<file path="config.mk">
export PLATFORM = sky130hd
export DESIGN_NAME = uart_transceiver
export DESIGN_NICKNAME = d
export VERILOG_FILES = /design/src/rtl/uart_pkg.sv /design/src/rtl/uart_rx_fifo.sv /design/src/rtl/uart_transceiver.sv
export SDC_FILE = /design/constraint.sdc
export NUM_CORES = 1
export LEC_CHECK = 0
export ABC_CLOCK_PERIOD_IN_PS = 2450
export CORE_ASPECT_RATIO = 0.8
export CORE_MARGIN = 5
export CORE_UTILIZATION = 64
export CTS_CLUSTER_DIAMETER = 80
export DETAILED_ROUTE_END_ITERATION = 10
export PLACE_DENSITY = 0.88
export SLEW_MARGIN = 10
export SYNTH_ARGS = -nofsm -noshare
export SYNTH_HDL_FRONTEND = slang
export SYNTH_SLANG_ARGS = --single-unit
</file>
<file path="constraint.sdc">
create_clock -name clock -period 2.45 [get_ports clock]
set_input_delay 0.245 -clock clock [delete_from_list [all_inputs] [get_ports clock]]
set_output_delay 0.245 -clock clock [all_outputs]
set_load 0.005 [all_outputs]
</file>
<file path="src/rtl/uart_pkg.sv">
// uart_pkg: shared types for the UART transceiver.
//   parity_t        - frame parity mode (NONE=0, EVEN=1, ODD=2)
//   tx_state_t      - transmit FSM states
//   rx_state_t      - receive FSM states
//   uart_rx_entry_t - one RX FIFO entry {frame_err, parity_err, data}
//   parity_bit()    - parity bit that goes on the line for a payload
package uart_pkg;

    localparam int MAX_DATA_BITS = 8;

    typedef enum logic [1:0] {
        PARITY_NONE = 2'd0,
        PARITY_EVEN = 2'd1,
        PARITY_ODD  = 2'd2
    } parity_t;

    typedef enum logic [2:0] {
        TX_IDLE, TX_START, TX_DATA, TX_PARITY, TX_STOP
    } tx_state_t;

    typedef enum logic [2:0] {
        RX_IDLE, RX_START, RX_DATA, RX_PARITY, RX_STOP
    } rx_state_t;

    // Payload is stored at full width; narrower frames are zero-extended.
    typedef struct packed {
        logic                     frame_err;
        logic                     parity_err;
        logic [MAX_DATA_BITS-1:0] data;
    } uart_rx_entry_t;

    // Zero-extension does not change the XOR, so callers may pass narrow payloads widened.
    function automatic logic parity_bit(parity_t mode, logic [MAX_DATA_BITS-1:0] d);
        return (mode == PARITY_ODD) ? ~(^d) : (^d);
    endfunction

endpackage

</file>
<file path="src/rtl/uart_rx_fifo.sv">
// uart_rx_fifo: first-word-fall-through FIFO for received UART entries.
//   clock, reset          - clock, synchronous active-high reset
//   push, push_data       - write request from the RX FSM
//   overrun               - high while a push is refused (full, no pop)
//   head_valid, head_data - current head entry
//   pop_ready             - consumer takes the head when head_valid
module uart_rx_fifo #(
    parameter int  RX_DEPTH = 4,
    parameter type entry_t  = logic [7:0]
) (
    input  logic   clock,
    input  logic   reset,
    input  logic   push,
    input  entry_t push_data,
    output logic   overrun,
    output logic   head_valid,
    input  logic   pop_ready,
    output entry_t head_data
);

    localparam int AW = $clog2(RX_DEPTH);

    entry_t         mem [RX_DEPTH];
    logic [AW:0]    wr_ptr, rd_ptr;
    logic           full, empty, do_push, do_pop;

    // Extra MSB is a wrap bit: same index with differing wrap means full.
    assign empty      = (wr_ptr == rd_ptr);
    assign full       = (wr_ptr[AW-1:0] == rd_ptr[AW-1:0]) && (wr_ptr[AW] != rd_ptr[AW]);
    assign do_pop     = !empty && pop_ready;
    // A pop in the same cycle frees a slot, so a full FIFO can still accept.
    assign do_push    = push && (!full || do_pop);
    assign overrun    = push && !do_push;
    assign head_valid = !empty;
    assign head_data  = mem[rd_ptr[AW-1:0]];

    always_ff @(posedge clock) begin
        if (reset) begin
            wr_ptr <= '0;
            rd_ptr <= '0;
        end else begin
            if (do_push) wr_ptr <= wr_ptr + 1'b1;
            if (do_pop)  rd_ptr <= rd_ptr + 1'b1;
        end
    end

    always_ff @(posedge clock) begin
        if (do_push) mem[wr_ptr[AW-1:0]] <= push_data;
    end

endmodule

</file>
<file path="src/rtl/uart_transceiver.sv">
// uart_transceiver: UART TX serialiser + RX deserialiser with RX FIFO.
//   clock, reset                 - clock, synchronous active-high reset
//   io_tx_valid/ready/bits       - TX byte handshake (ready only when idle)
//   io_rx_valid/ready/bits       - RX FIFO head, popped on valid && ready
//   io_rx_parity_err/frame_err   - error flags of the head entry
//   io_rx_overrun                - pulse when a received byte is dropped
//   io_txd / io_rxd              - serial line out (idle high) / in (async)
module uart_transceiver
    import uart_pkg::*;
#(
    parameter int      DIV       = 868,
    parameter int      DATA_BITS = 8,
    parameter parity_t PARITY    = PARITY_NONE,
    parameter int      STOP_BITS = 1,
    parameter int      RX_DEPTH  = 4
) (
    input  logic                 clock,
    input  logic                 reset,
    input  logic                 io_tx_valid,
    output logic                 io_tx_ready,
    input  logic [DATA_BITS-1:0] io_tx_bits,
    output logic                 io_rx_valid,
    input  logic                 io_rx_ready,
    output logic [DATA_BITS-1:0] io_rx_bits,
    output logic                 io_rx_parity_err,
    output logic                 io_rx_frame_err,
    output logic                 io_rx_overrun,
    output logic                 io_txd,
    input  logic                 io_rxd
);

    localparam int             CW         = $clog2(DIV);
    localparam logic [CW-1:0]  BIT_LAST   = CW'(DIV - 1);
    localparam logic [CW-1:0]  HALF_LAST  = CW'(DIV / 2 - 1);
    localparam logic [CW-1:0]  CNT_ONE    = CW'(1);
    localparam logic [3:0]     DATA_LAST  = 4'(DATA_BITS - 1);
    localparam logic [3:0]     STOP_LAST  = 4'(STOP_BITS - 1);
    localparam bit             HAS_PARITY = (PARITY != PARITY_NONE);

    // ---------------- TX ----------------
    tx_state_t            tx_state, tx_state_next;
    logic [CW-1:0]        tx_cnt;
    logic [3:0]           tx_idx;
    logic [DATA_BITS-1:0] tx_shreg;
    logic                 tx_par, tx_tick, tx_accept;

    assign tx_tick   = (tx_cnt == '0);
    assign tx_accept = io_tx_valid && (tx_state == TX_IDLE);

    always_ff @(posedge clock) begin
        if (reset) begin
            tx_state <= TX_IDLE;
            tx_cnt   <= '0;
            tx_idx   <= '0;
            tx_shreg <= '0;
            tx_par   <= 1'b0;
        end else begin
            tx_state <= tx_state_next;
            if (tx_accept) begin
                tx_cnt   <= BIT_LAST;
                tx_idx   <= '0;
                tx_shreg <= io_tx_bits;
                tx_par   <= parity_bit(PARITY, MAX_DATA_BITS'(io_tx_bits));
            end else if (tx_state != TX_IDLE) begin
                tx_cnt <= tx_tick ? BIT_LAST : tx_cnt - CNT_ONE;
                if (tx_tick) begin
                    if (tx_state == TX_DATA) tx_shreg <= tx_shreg >> 1;
                    // tx_idx counts data bits, then stop bits; cleared on each phase change.
                    tx_idx <= (tx_state_next != tx_state) ? 4'd0 : tx_idx + 4'd1;
                end
            end
        end
    end

    always_comb begin
        tx_state_next = tx_state;
        case (tx_state)
            TX_IDLE:   if (io_tx_valid) tx_state_next = TX_START;
            TX_START:  if (tx_tick) tx_state_next = TX_DATA;
            TX_DATA:   if (tx_tick && tx_idx == DATA_LAST)
                           tx_state_next = HAS_PARITY ? TX_PARITY : TX_STOP;
            TX_PARITY: if (tx_tick) tx_state_next = TX_STOP;
            TX_STOP:   if (tx_tick && tx_idx == STOP_LAST) tx_state_next = TX_IDLE;
            default:   tx_state_next = TX_IDLE;
        endcase
    end

    always_comb begin
        io_txd      = 1'b1;
        io_tx_ready = 1'b0;
        case (tx_state)
            TX_IDLE:   io_tx_ready = 1'b1;
            TX_START:  io_txd      = 1'b0;
            TX_DATA:   io_txd      = tx_shreg[0];
            TX_PARITY: io_txd      = tx_par;
            default:   ;
        endcase
    end

    // ---------------- RX ----------------
    logic                 rxd_meta, rxd_sync;
    rx_state_t            rx_state, rx_state_next;
    logic [CW-1:0]        rx_cnt;
    logic [3:0]           rx_idx;
    logic [DATA_BITS-1:0] rx_shreg;
    logic                 rx_pbit, rx_tick;
    logic                 rx_shift, rx_par_cap, rx_done;
    logic                 push_vld;
    uart_rx_entry_t       push_entry, head;

    assign rx_tick = (rx_cnt == '0);

    always_ff @(posedge clock) begin
        if (reset) begin
            rxd_meta   <= 1'b1;
            rxd_sync   <= 1'b1;
            rx_state   <= RX_IDLE;
            rx_cnt     <= '0;
            rx_idx     <= '0;
            rx_shreg   <= '0;
            rx_pbit    <= 1'b0;
            push_vld   <= 1'b0;
            push_entry <= '0;
        end else begin
            rxd_meta <= io_rxd;
            rxd_sync <= rxd_meta;
            rx_state <= rx_state_next;
            push_vld <= rx_done;
            if (rx_state == RX_IDLE) begin
                // First sample lands mid start bit, half a period after the edge.
                rx_cnt <= HALF_LAST;
                rx_idx <= '0;
            end else begin
                rx_cnt <= rx_tick ? BIT_LAST : rx_cnt - CNT_ONE;
            end
            if (rx_shift) begin
                rx_shreg <= {rxd_sync, rx_shreg[DATA_BITS-1:1]};
                rx_idx   <= rx_idx + 4'd1;
            end
            if (rx_par_cap) rx_pbit <= rxd_sync;
            if (rx_done) begin
                push_entry.frame_err  <= ~rxd_sync;
                push_entry.parity_err <= HAS_PARITY &&
                    (parity_bit(PARITY, MAX_DATA_BITS'(rx_shreg)) != rx_pbit);
                push_entry.data       <= MAX_DATA_BITS'(rx_shreg);
            end
        end
    end

    always_comb begin
        rx_state_next = rx_state;
        case (rx_state)
            RX_IDLE:   if (!rxd_sync) rx_state_next = RX_START;
            RX_START:  if (rx_tick) rx_state_next = rxd_sync ? RX_IDLE : RX_DATA;
            RX_DATA:   if (rx_tick && rx_idx == DATA_LAST)
                           rx_state_next = HAS_PARITY ? RX_PARITY : RX_STOP;
            RX_PARITY: if (rx_tick) rx_state_next = RX_STOP;
            // Only the first stop bit is checked; back to IDLE right after it.
            RX_STOP:   if (rx_tick) rx_state_next = RX_IDLE;
            default:   rx_state_next = RX_IDLE;
        endcase
    end

    always_comb begin
        rx_shift   = 1'b0;
        rx_par_cap = 1'b0;
        rx_done    = 1'b0;
        if (rx_tick) begin
            case (rx_state)
                RX_DATA:   rx_shift   = 1'b1;
                RX_PARITY: rx_par_cap = 1'b1;
                RX_STOP:   rx_done    = 1'b1;
                default:   ;
            endcase
        end
    end

    uart_rx_fifo #(
        .RX_DEPTH (RX_DEPTH),
        .entry_t  (uart_rx_entry_t)
    ) u_rx_fifo (
        .clock      (clock),
        .reset      (reset),
        .push       (push_vld),
        .push_data  (push_entry),
        .overrun    (io_rx_overrun),
        .head_valid (io_rx_valid),
        .pop_ready  (io_rx_ready),
        .head_data  (head)
    );

    assign io_rx_bits       = head.data[DATA_BITS-1:0];
    assign io_rx_parity_err = head.parity_err;
    assign io_rx_frame_err  = head.frame_err;

endmodule

</file>
==> impl_metrics.yaml, run 1 <==
grt:
  grt_usage: 0.204
  grt_pass1_vias: 3332
  antenna_found_initial: 0
  grt_overflow_total: 0
  grt_pass1_wl_um: 15300
  grt_max_degree: 33
die:
  fp-row-count: 28
  initial_core_util: 0.648
  die_area_mm2: 0.00921
  die_h_um: 86.9
  fp.dieW_um: 106
  core_mm2: 0.00729
  io-pin-count: 27
synth:
  synthTopCellsByArea: "dfxtp_1 (30%), edfxtp_1 (23%), mux4_2 (4.3%), a21oi_1 (3.8%), nand2_1 (3.2%)"
  synthMuxAreaShare: 0.0493
  yosysSeqAreaShare: 0.530
  synthesis.nets: 473
  synth_xor_area_frac: 0.0463
  synth-edff-count: 36
  syn_area_mm2: 0.00472
  synthAdderAreaFrac: 0.0265
  syn_inst: 450
  synth.top_cells.by_count: "dfxtp_1 (71), nand2_1 (40), a21oi_1 (36), edfxtp_1 (36), nor2_1 (36)"
  syn_avg_cell_area_um2: 10.5
  async_flop_share: 0
  synthSimpleGateAreaFrac: 0.220
  synth-compound-area-share: 0.0898
  yosys.area.top_type_share: 0.301
  synth_top_family_by_area: "simple AND/OR/NAND/NOR gates"
  synth_ff_type: "dfxtp_1"
  synth_most_common_cell: "dfxtp_1"
  synth_seq_cells: 107
  yosys.area.top_type: "dfxtp_1"
  yosysUniqueCellTypes: 51
  ys_warn_count: 0
critical_path:
  r2r_slack_ns: 0.44
  path_buf_inv: 1
  crit_type: "reg -> out"
  crit_family: "buffers and inverters"
  worst_path_max_delay_cell: "clkdlybuf4s50_1"
  cp.depth: 4
  r2r_end: "u_rx_fifo.mem[3][4]"
  crit_chain: "xor2_1 -> nor2_1 -> and3_1 -> clkdlybuf4s50_1"
  critPathMaxFanout: 5
  required_ns: 2.20
  crit_arrival_ns: 1.94
  r2r_start: "u_rx_fifo.wr_ptr[1]"
  cp-startpoint: "u_rx_fifo.wr_ptr[1]"
  r2r_cells: 3
  max_stage_delay_ns: 0.44
  end_kind: "primary output"
  start_kind: "flop"
  endpoint: "io_rx_overrun"
clocking:
  clock-sinks: 107
  cts_hold_buf: 0
  clk_path_buf_depth: 2
  clkLatencyLatePin_ns: 0.36
  cts_tree: "built"
  cts_buffers: 9
  cts_setup_buffers: 0
  cts.reportedPaths.clkPinSlew_ns: 0.10
  h-tree-depth: 3
  cts-root-buf: "clkbuf_8"
place:
  globalplace.congestion: 0.858
  port-buffer-count: 25
  dp_hpwl_um: 6290
power:
  pwr-share-clk: 0.295
  sw_frac_of_total: 0.261
  power.internal_mw: 2.40
  ir_drop_mv: 0.416
  switchingPower_mw: 0.850
  power_frac_comb: 0.113
  finalPower_mw: 3.25
  p_per_area_mw_per_mm2: 625
  p_seq_frac: 0.592
  power.leakage_nw: 1.77
timing:
  setup_viol: 0
  max_slew.worst_pin.slew_ns: 0.742
  slew_headroom: 0.503
  fmax_mhz: 458
  rsz0062_at_grt: "no"
  hold_viol_final: 0
  fin_crit_ns: 2.18
  setup_tns_ns: 0
  clock_skew_ns: 0.0134
  timing.final.crit_share: 0.892
  final_max_slew_viol_count: 0
worst_hold_path:
  hold_path.class: "in -> reg"
cells_and_area:
  nNetsFinal: 495
  num_antenna_cells: 0
  area_growth_syn_to_layout_pct: 10.2
  drive_above_1_share: 0.0985
detailed_routing:
  vias_per_cell: 5.89
  first_pass_iters: 4
  drtIter0Drc: 176
  drcViolationCount: 0
  vias: 3339
  wl_um: 8620
  wl_per_cell_um: 15.2
  drtAntennaViolNets: 0
status:
  outcome: "finished, final reports clean"
run:
  maxCapViolations: 0
power by group through the flow:
stage / sequential [mW] / combinational [mW] / clock [mW]
floorplan: 1.95 / 0.294 / 0
finish: 1.93 / 0.367 / 0.960
detailed placement: 1.97 / 0.366 / 0
CTS: 1.93 / 0.368 / 0.972
global route: 1.94 / 0.410 / 1.06
global placement: 1.96 / 0.354 / 0
area by class of cell:
cell class	count	area (um2)
fillers	510	2080
clock inverters	7	51.3
multi-input cells	304	2040
inverters	17	63.8
flip-flops and latches	107	2500
well taps	90	113
clock buffers	9	124
repair buffers	33	305
how the worst min path moves through the flow:
stage | start | end | slack, ns | cells after the start
5_1_grt | reset | tx_idx[3] | 0.26 | 3
6_report | reset | tx_idx[3] | 0.26 | 3
3_5_place_dp | rxd_meta | rxd_sync | 0.40 | 1
4_1_cts | reset | tx_idx[3] | 0.25 | 3
3_3_place_gp | rxd_meta | rxd_sync | 0.40 | 1
2_1_floorplan | io_rxd | rxd_meta | 0.35 | 1
tightest hold or removal path, delay by kind of cell:
family                 cells  cell delay, ns
AND/OR/NAND/NOR            1            0.17
AO/OA/AOI/OAI              1            0.06
buffers and inverters      1            0.10
routing by layer:
layer,track usage,vias to the layer above,wire length (um)
met1,0.264,1595,3920
met3,0.0400,7,362
met2,0.357,69,4290
met5,0,-,0
li1,-,1668,-
met4,0.0553,0,53
placed cells by master, fill, tap and decap left out, types with 10 or more instances in the layout:
master            n
nand3_1          24
dfxtp_1          70
nor2_1           36
nor4_1           11
a21oi_1          36
nor3b_1          13
clkdlybuf4s50_1  24
o21ai_0          10
inv_1            17
nor3_1           21
edfxtp_1         36
ha_1             10
xnor2_1          15
nand2_1          40
xor2_1           10
registers in the layout, indices dropped and copies added (netlist names), 4 cells and up, named ones only:
| register | flops |
|---|---|
| u_rx_fifo.mem | 36 |
| rx_cnt | 10 |
| tx_cnt | 10 |
| push_entry | 9 |
| rx_shreg | 8 |
| tx_shreg | 8 |
| rx_idx | 4 |
| tx_idx | 4 |
repair_timing:
action,4_1_cts,5_1_grt
resized for setup,0,1
setup endpoints to repair,0,9
endpoints found under the hold margin,0,0
per-stage QoR:
step                      hold slack [ns]   util  instances  area, um2  worst slack, ns
after global placement              0.397  0.690        551       5030            0.480
after global routing                0.265  0.714        567       5200            0.154
after CTS                           0.253  0.714        567       5200           0.0452
after floorplan                     0.349      -        450       4720            0.764
final                               0.259  0.714        567       5200            0.265
after detailed placement            0.399  0.690        551       5030            0.429
kinds of logic after synthesis:
kind of cell / after synthesis
AOI/OAI and AO/OA: 68
xor gates and xnor gates: 25
adders and majority gates: 10
buffers and inverters: 39
DFF: 107
muxes: 12
other: 1
and+or+nand+nor: 188
No activity file was read; power rests on OpenSTA's default activity.
==> inputs of run 2 (changes only) <==
Settings changed: ABC_CLOCK_PERIOD_IN_PS 2450 to 2500, CORE_UTILIZATION 64 to 59, PLACE_DENSITY 0.88 to 0.82.
Clock period 2.45 ns to 2.5 ns, I/O delays scaled along.
==> impl_metrics.yaml, run 2 (same netlist as run 1, synthesis figures left out) <==
cells_and_area:
  mostFrequentLayoutCells: "dfxtp_1 (71), nand2_1 (40), nor2_1 (36), a21oi_1 (36), edfxtp_1 (36)"
  largest_reg_flops: 36
  drive_above_1_share: 0.0985
  num_antenna_cells: 0
  multi_input_area_mm2: 0.00204
  fin_util: 0.666
  area_growth_syn_to_layout_pct: 11.0
  fillers: 593
  final_common_cell: "dfxtp_1"
  nNetsFinal: 495
  regArea_mm2: 0.00250
die:
  fp-row-count: 29
  io-pin-count: 27
  die_area_mm2: 0.00991
  initial_core_util: 0.600
  core_mm2: 0.00787
  fp.dieW_um: 110
  die_h_um: 90.0
timing:
  fmax_mhz: 426
  slew_headroom: 0.517
  setup_viol: 0
  rsz0062_at_grt: "no"
  clock_skew_ns: 0.0117
  setup_tns_ns: 0
  fin_crit_ns: 2.35
  final_max_slew_viol_count: 0
  timing.final.crit_share: 0.940
  max_slew.worst_pin.slew_ns: 0.721
  hold_viol_final: 0
grt:
  grt_max_degree: 37
  grt_usage: 0.186
  antenna_found_initial: 0
  grt_overflow_total: 0
  grt_pass1_wl_um: 14900
  grt_pass1_vias: 3057
critical_path:
  crit_arrival_ns: 2.10
  r2r_cells: 3
  worst_path_max_delay_cell: "dfxtp_1"
  critPathMaxFanout: 9
  crit_chain: "mux4_2 -> clkdlybuf4s50_1"
  r2r_start: "u_rx_fifo.wr_ptr[1]"
  crit_type: "reg -> out"
  end_kind: "primary output"
  r2r_slack_ns: 0.53
  max_stage_delay_ns: 0.70
  r2r_end: "u_rx_fifo.mem[0][3]"
  required_ns: 2.25
  start_kind: "flop"
power:
  p_per_area_mw_per_mm2: 626
  power.leakage_nw: 1.80
  power.internal_mw: 2.39
  finalPower_mw: 3.28
  switchingPower_mw: 0.892
  power_frac_comb: 0.112
  sw_frac_of_total: 0.272
  pwr-share-clk: 0.313
  p_seq_frac: 0.575
  ir_drop_mv: 0.388
clocking:
  cts.reportedPaths.clkPinSlew_ns: 0.10
  clock-sinks: 107
  clkLatencyLatePin_ns: 0.37
  cts-root-buf: "clkbuf_8"
  cts_setup_buffers: 0
  cts_buffers: 9
  clk_path_buf_depth: 2
  h-tree-depth: 3
  post_cts_resized: 0
  cts_hold_buf: 0
  cts_tree: "built"
place:
  globalplace.congestion: 0.801
  dp_hpwl_um: 6080
  port-buffer-count: 25
worst_hold_path:
  hold_path_startpoint: "reset"
  hold_path.class: "in -> reg"
  hold_path_depth: 2
  min_to: "rx_shreg[0]"
status:
  outcome: "finished, final reports clean"
detailed_routing:
  drcViolationCount: 0
  wl_per_cell_um: 14.7
  vias_per_cell: 5.74
  drtAntennaViolNets: 0
  first_pass_iters: 4
  drtIter0Drc: 226
  vias: 3359
  wl_um: 8620
run:
  maxCapViolations: 0
==> run 2: area by class of cell <==
class                      count  area share
sequential                   107       0.477
multi-input combinational    304       0.390
timing repair buffer          33      0.0582
tap                          108      0.0258
clock buffer                   9      0.0236
clock inverter                 7      0.0136
inverter                      17      0.0122
==> run 2: routing by layer <==
metal / share of wire / up-vias / track usage / routed length (um)
met3: 0.048 / 9 / 0.0451 / 414
met5: 0 / - / 0 / 0
met1: 0.48 / 1586 / 0.272 / 4150
li1: - / 1676 / - / -
met4: 0.011 / 0 / 0.0498 / 95
met2: 0.46 / 88 / 0.277 / 3960
==> run 2: critical path: cells and delay by family (launching register included) <==
family | cells | cell delay [ns]
buf+inv | 1 | 0.46
mux | 1 | 0.58
flops | 1 | 0.70
==> run 2: metrics by stage <==
stage	cells	instance area, um2	hold slack [ns]	worst slack [ns]
2_1_floorplan	450	4720	0.354	0.814
3_3_place_gp	569	5050	0.399	0.542
3_5_place_dp	569	5050	0.399	0.449
4_1_cts	585	5250	0.307	0.105
5_1_grt	585	5250	0.336	0.0142
6_report	585	5250	0.336	0.151
==> run 2: how the worst max path moves through the flow <==
stage                        startpoint                   to  slack [ns]  cells after the start
floorplan           u_rx_fifo.wr_ptr[1]  u_rx_fifo.mem[0][0]        0.81                      3
global placement            io_rx_ready  u_rx_fifo.mem[0][5]        0.54                      3
detailed placement          io_rx_ready  u_rx_fifo.mem[0][5]        0.45                      3
CTS                                flop      io_rx_frame_err        0.11                      2
global route                       flop      io_rx_frame_err        0.01                      2
finish                             flop      io_rx_frame_err        0.15                      2
==> run 2: power groups by stage <==
stage                     clock network (mW)  logic, mW  registers, mW
after floorplan                            0      0.288           1.91
after global placement                     0      0.354           1.92
after detailed placement                   0      0.364           1.93
after CTS                               1.06      0.367           1.89
after global routing                    1.13      0.406           1.90
final                                   1.03      0.368           1.89
==> inputs of run 3 (changes only) <==
==> constraint.sdc (replaced) <==
create_clock -name clock -period 2.5 [get_ports clock]
set_input_delay 0.25 -clock clock [delete_from_list [all_inputs] [get_ports clock]]
set_output_delay 0.25 -clock clock [all_outputs]
set_load 0.05 [all_outputs]
==> impl_metrics.yaml, run 3 (same netlist as run 1, synthesis figures left out) <==
critical_path:
  r2r_slack_ns: 0.52
  r2r_start: "rx_cnt[0]"
  crit_chain: "buf_4 -> mux4_2 -> clkdlybuf4s50_1"
  start_kind: "flop"
  max_stage_delay_ns: 0.71
  r2r_end: "push_entry[9]"
  crit_type: "reg -> out"
  end_kind: "primary output"
  crit_arrival_ns: 2.16
  critPathMaxFanout: 9
  worst_path_max_delay_cell: "clkdlybuf4s50_1"
  required_ns: 2.25
  r2r_cells: 6
worst_hold_path:
  hold_path.class: "in -> reg"
  min_to: "push_vld"
  hold_path_depth: 2
  hold_path_startpoint: "reset"
die:
  die_h_um: 90.0
  core_mm2: 0.00787
  fp.dieW_um: 110
  die_area_mm2: 0.00991
  fp-row-count: 29
  initial_core_util: 0.600
  io-pin-count: 27
grt:
  grt_max_degree: 35
  grt_overflow_total: 0
  grt_pass1_vias: 3158
  grt_usage: 0.187
  grt_pass1_wl_um: 14800
  antenna_found_initial: 0
cells_and_area:
  area_growth_syn_to_layout_pct: 11.7
  num_antenna_cells: 0
  mostFrequentLayoutCells: "dfxtp_1 (71), nand2_1 (40), nor2_1 (36), a21oi_1 (36), edfxtp_1 (36)"
  final_area_mm2: 0.00528
  nNetsFinal: 495
  drive_above_1_share: 0.101
  final_common_cell: "dfxtp_1"
  largest_reg_flops: 36
power:
  finalPower_mw: 3.36
  ir_drop_mv: 0.407
  sw_frac_of_total: 0.257
  power.internal_mw: 2.50
  p_seq_frac: 0.562
  power_frac_comb: 0.113
  pwr-share-clk: 0.325
  power.leakage_nw: 1.86
  switchingPower_mw: 0.865
  p_per_area_mw_per_mm2: 637
detailed_routing:
  wl_per_cell_um: 14.7
  first_pass_iters: 5
  drcViolationCount: 0
  drtIter0Drc: 197
  wl_um: 8600
  vias: 3342
  drtAntennaViolNets: 0
  vias_per_cell: 5.71
status:
  outcome: "finished, final reports clean"
timing:
  fin_ws_ns: 0.0932
  fin_crit_ns: 2.41
  hold_viol_final: 0
  fmax_mhz: 415
  hold_slack_ns: 0.323
  rsz0062_at_grt: "no"
  slew_headroom: 0.478
  setup_tns_ns: 0
  setup_viol: 0
  max_slew.worst_pin.slew_ns: 0.780
  final_max_slew_viol_count: 0
  clock_skew_ns: 0.0122
  timing.final.crit_share: 0.963
place:
  globalplace.congestion: 0.783
  port-buffer-count: 25
  placed_area_mm2: 0.00505
  place_ws_ns: 0.424
  dp_hpwl_um: 6150
clocking:
  cts_hold_buf: 0
  clkLatencyLatePin_ns: 0.37
  cts_buffers: 9
  cts_tree: "built"
  clk_path_buf_depth: 2
  cts-root-buf: "clkbuf_8"
  cts_setup_buffers: 0
  h-tree-depth: 3
  cts.reportedPaths.clkPinSlew_ns: 0.10
  clock-sinks: 107
run:
  maxCapViolations: 0
[run 3: power groups by stage]
| stage | Combinational (mW) | Clock, mW | Sequential (mW) |
|---|---|---|---|
| 4_1_cts | 0.381 | 1.12 | 1.89 |
| 2_1_floorplan | 0.307 | 0 | 1.91 |
| 3_5_place_dp | 0.378 | 0 | 1.93 |
| 6_report | 0.381 | 1.09 | 1.89 |
| 5_1_grt | 0.418 | 1.20 | 1.90 |
| 3_3_place_gp | 0.369 | 0 | 1.92 |
[run 3: layout make-up]
| type | instances | area [um2] |
|---|---|---|
| sequential | 107 | 2500 |
| fill | 612 | 2600 |
| clock inverter | 5 | 67.6 |
| timing repair buffer | 33 | 315 |
| tap | 108 | 135 |
| inverter | 17 | 63.8 |
| multi-input combinational | 304 | 2050 |
| clock buffer | 11 | 141 |
[run 3: what timing repair did]
item,in CTS,in global routing
endpoints found under the hold margin,0,0
setup endpoints to repair,0,5
resized for setup,0,6
[run 3: worst max-delay path by stage]
stage | start | to | slack, ns | depth (start not counted)
finish | flop | io_rx_bits[2] | 0.09 | 3
global route | flop | io_rx_bits[1] | 0.002 | 3
CTS | u_rx_fifo.wr_ptr[1] | io_rx_valid | 0.04 | 4
detailed placement | io_rx_ready | u_rx_fifo.mem[1][6] | 0.42 | 3
global placement | io_rx_ready | io_rx_overrun | 0.44 | 4
floorplan | tx_state[1] | io_txd | 0.59 | 3
[run 3: per-stage QoR]
step | std cells | util
finish | 585 | 0.670
floorplan | 450 | -
global route | 585 | 0.670
detailed placement | 569 | 0.641
CTS | 585 | 0.668
global placement | 569 | 0.641
[run 3: per-layer routing]
metal  GRT usage  vias up  wire length [um]
met5           0        -                 0
met4      0.0436        0                73
met3      0.0523        9               500
li1            -     1671                 -
met1       0.259     1575              4020
met2       0.291       87              4000
[run 3: critical path: cells and delay by family, from the launching register on]
kind	cells	cell delay, ns
mux	1	0.52
flops	1	0.34
buf+inv	2	0.92
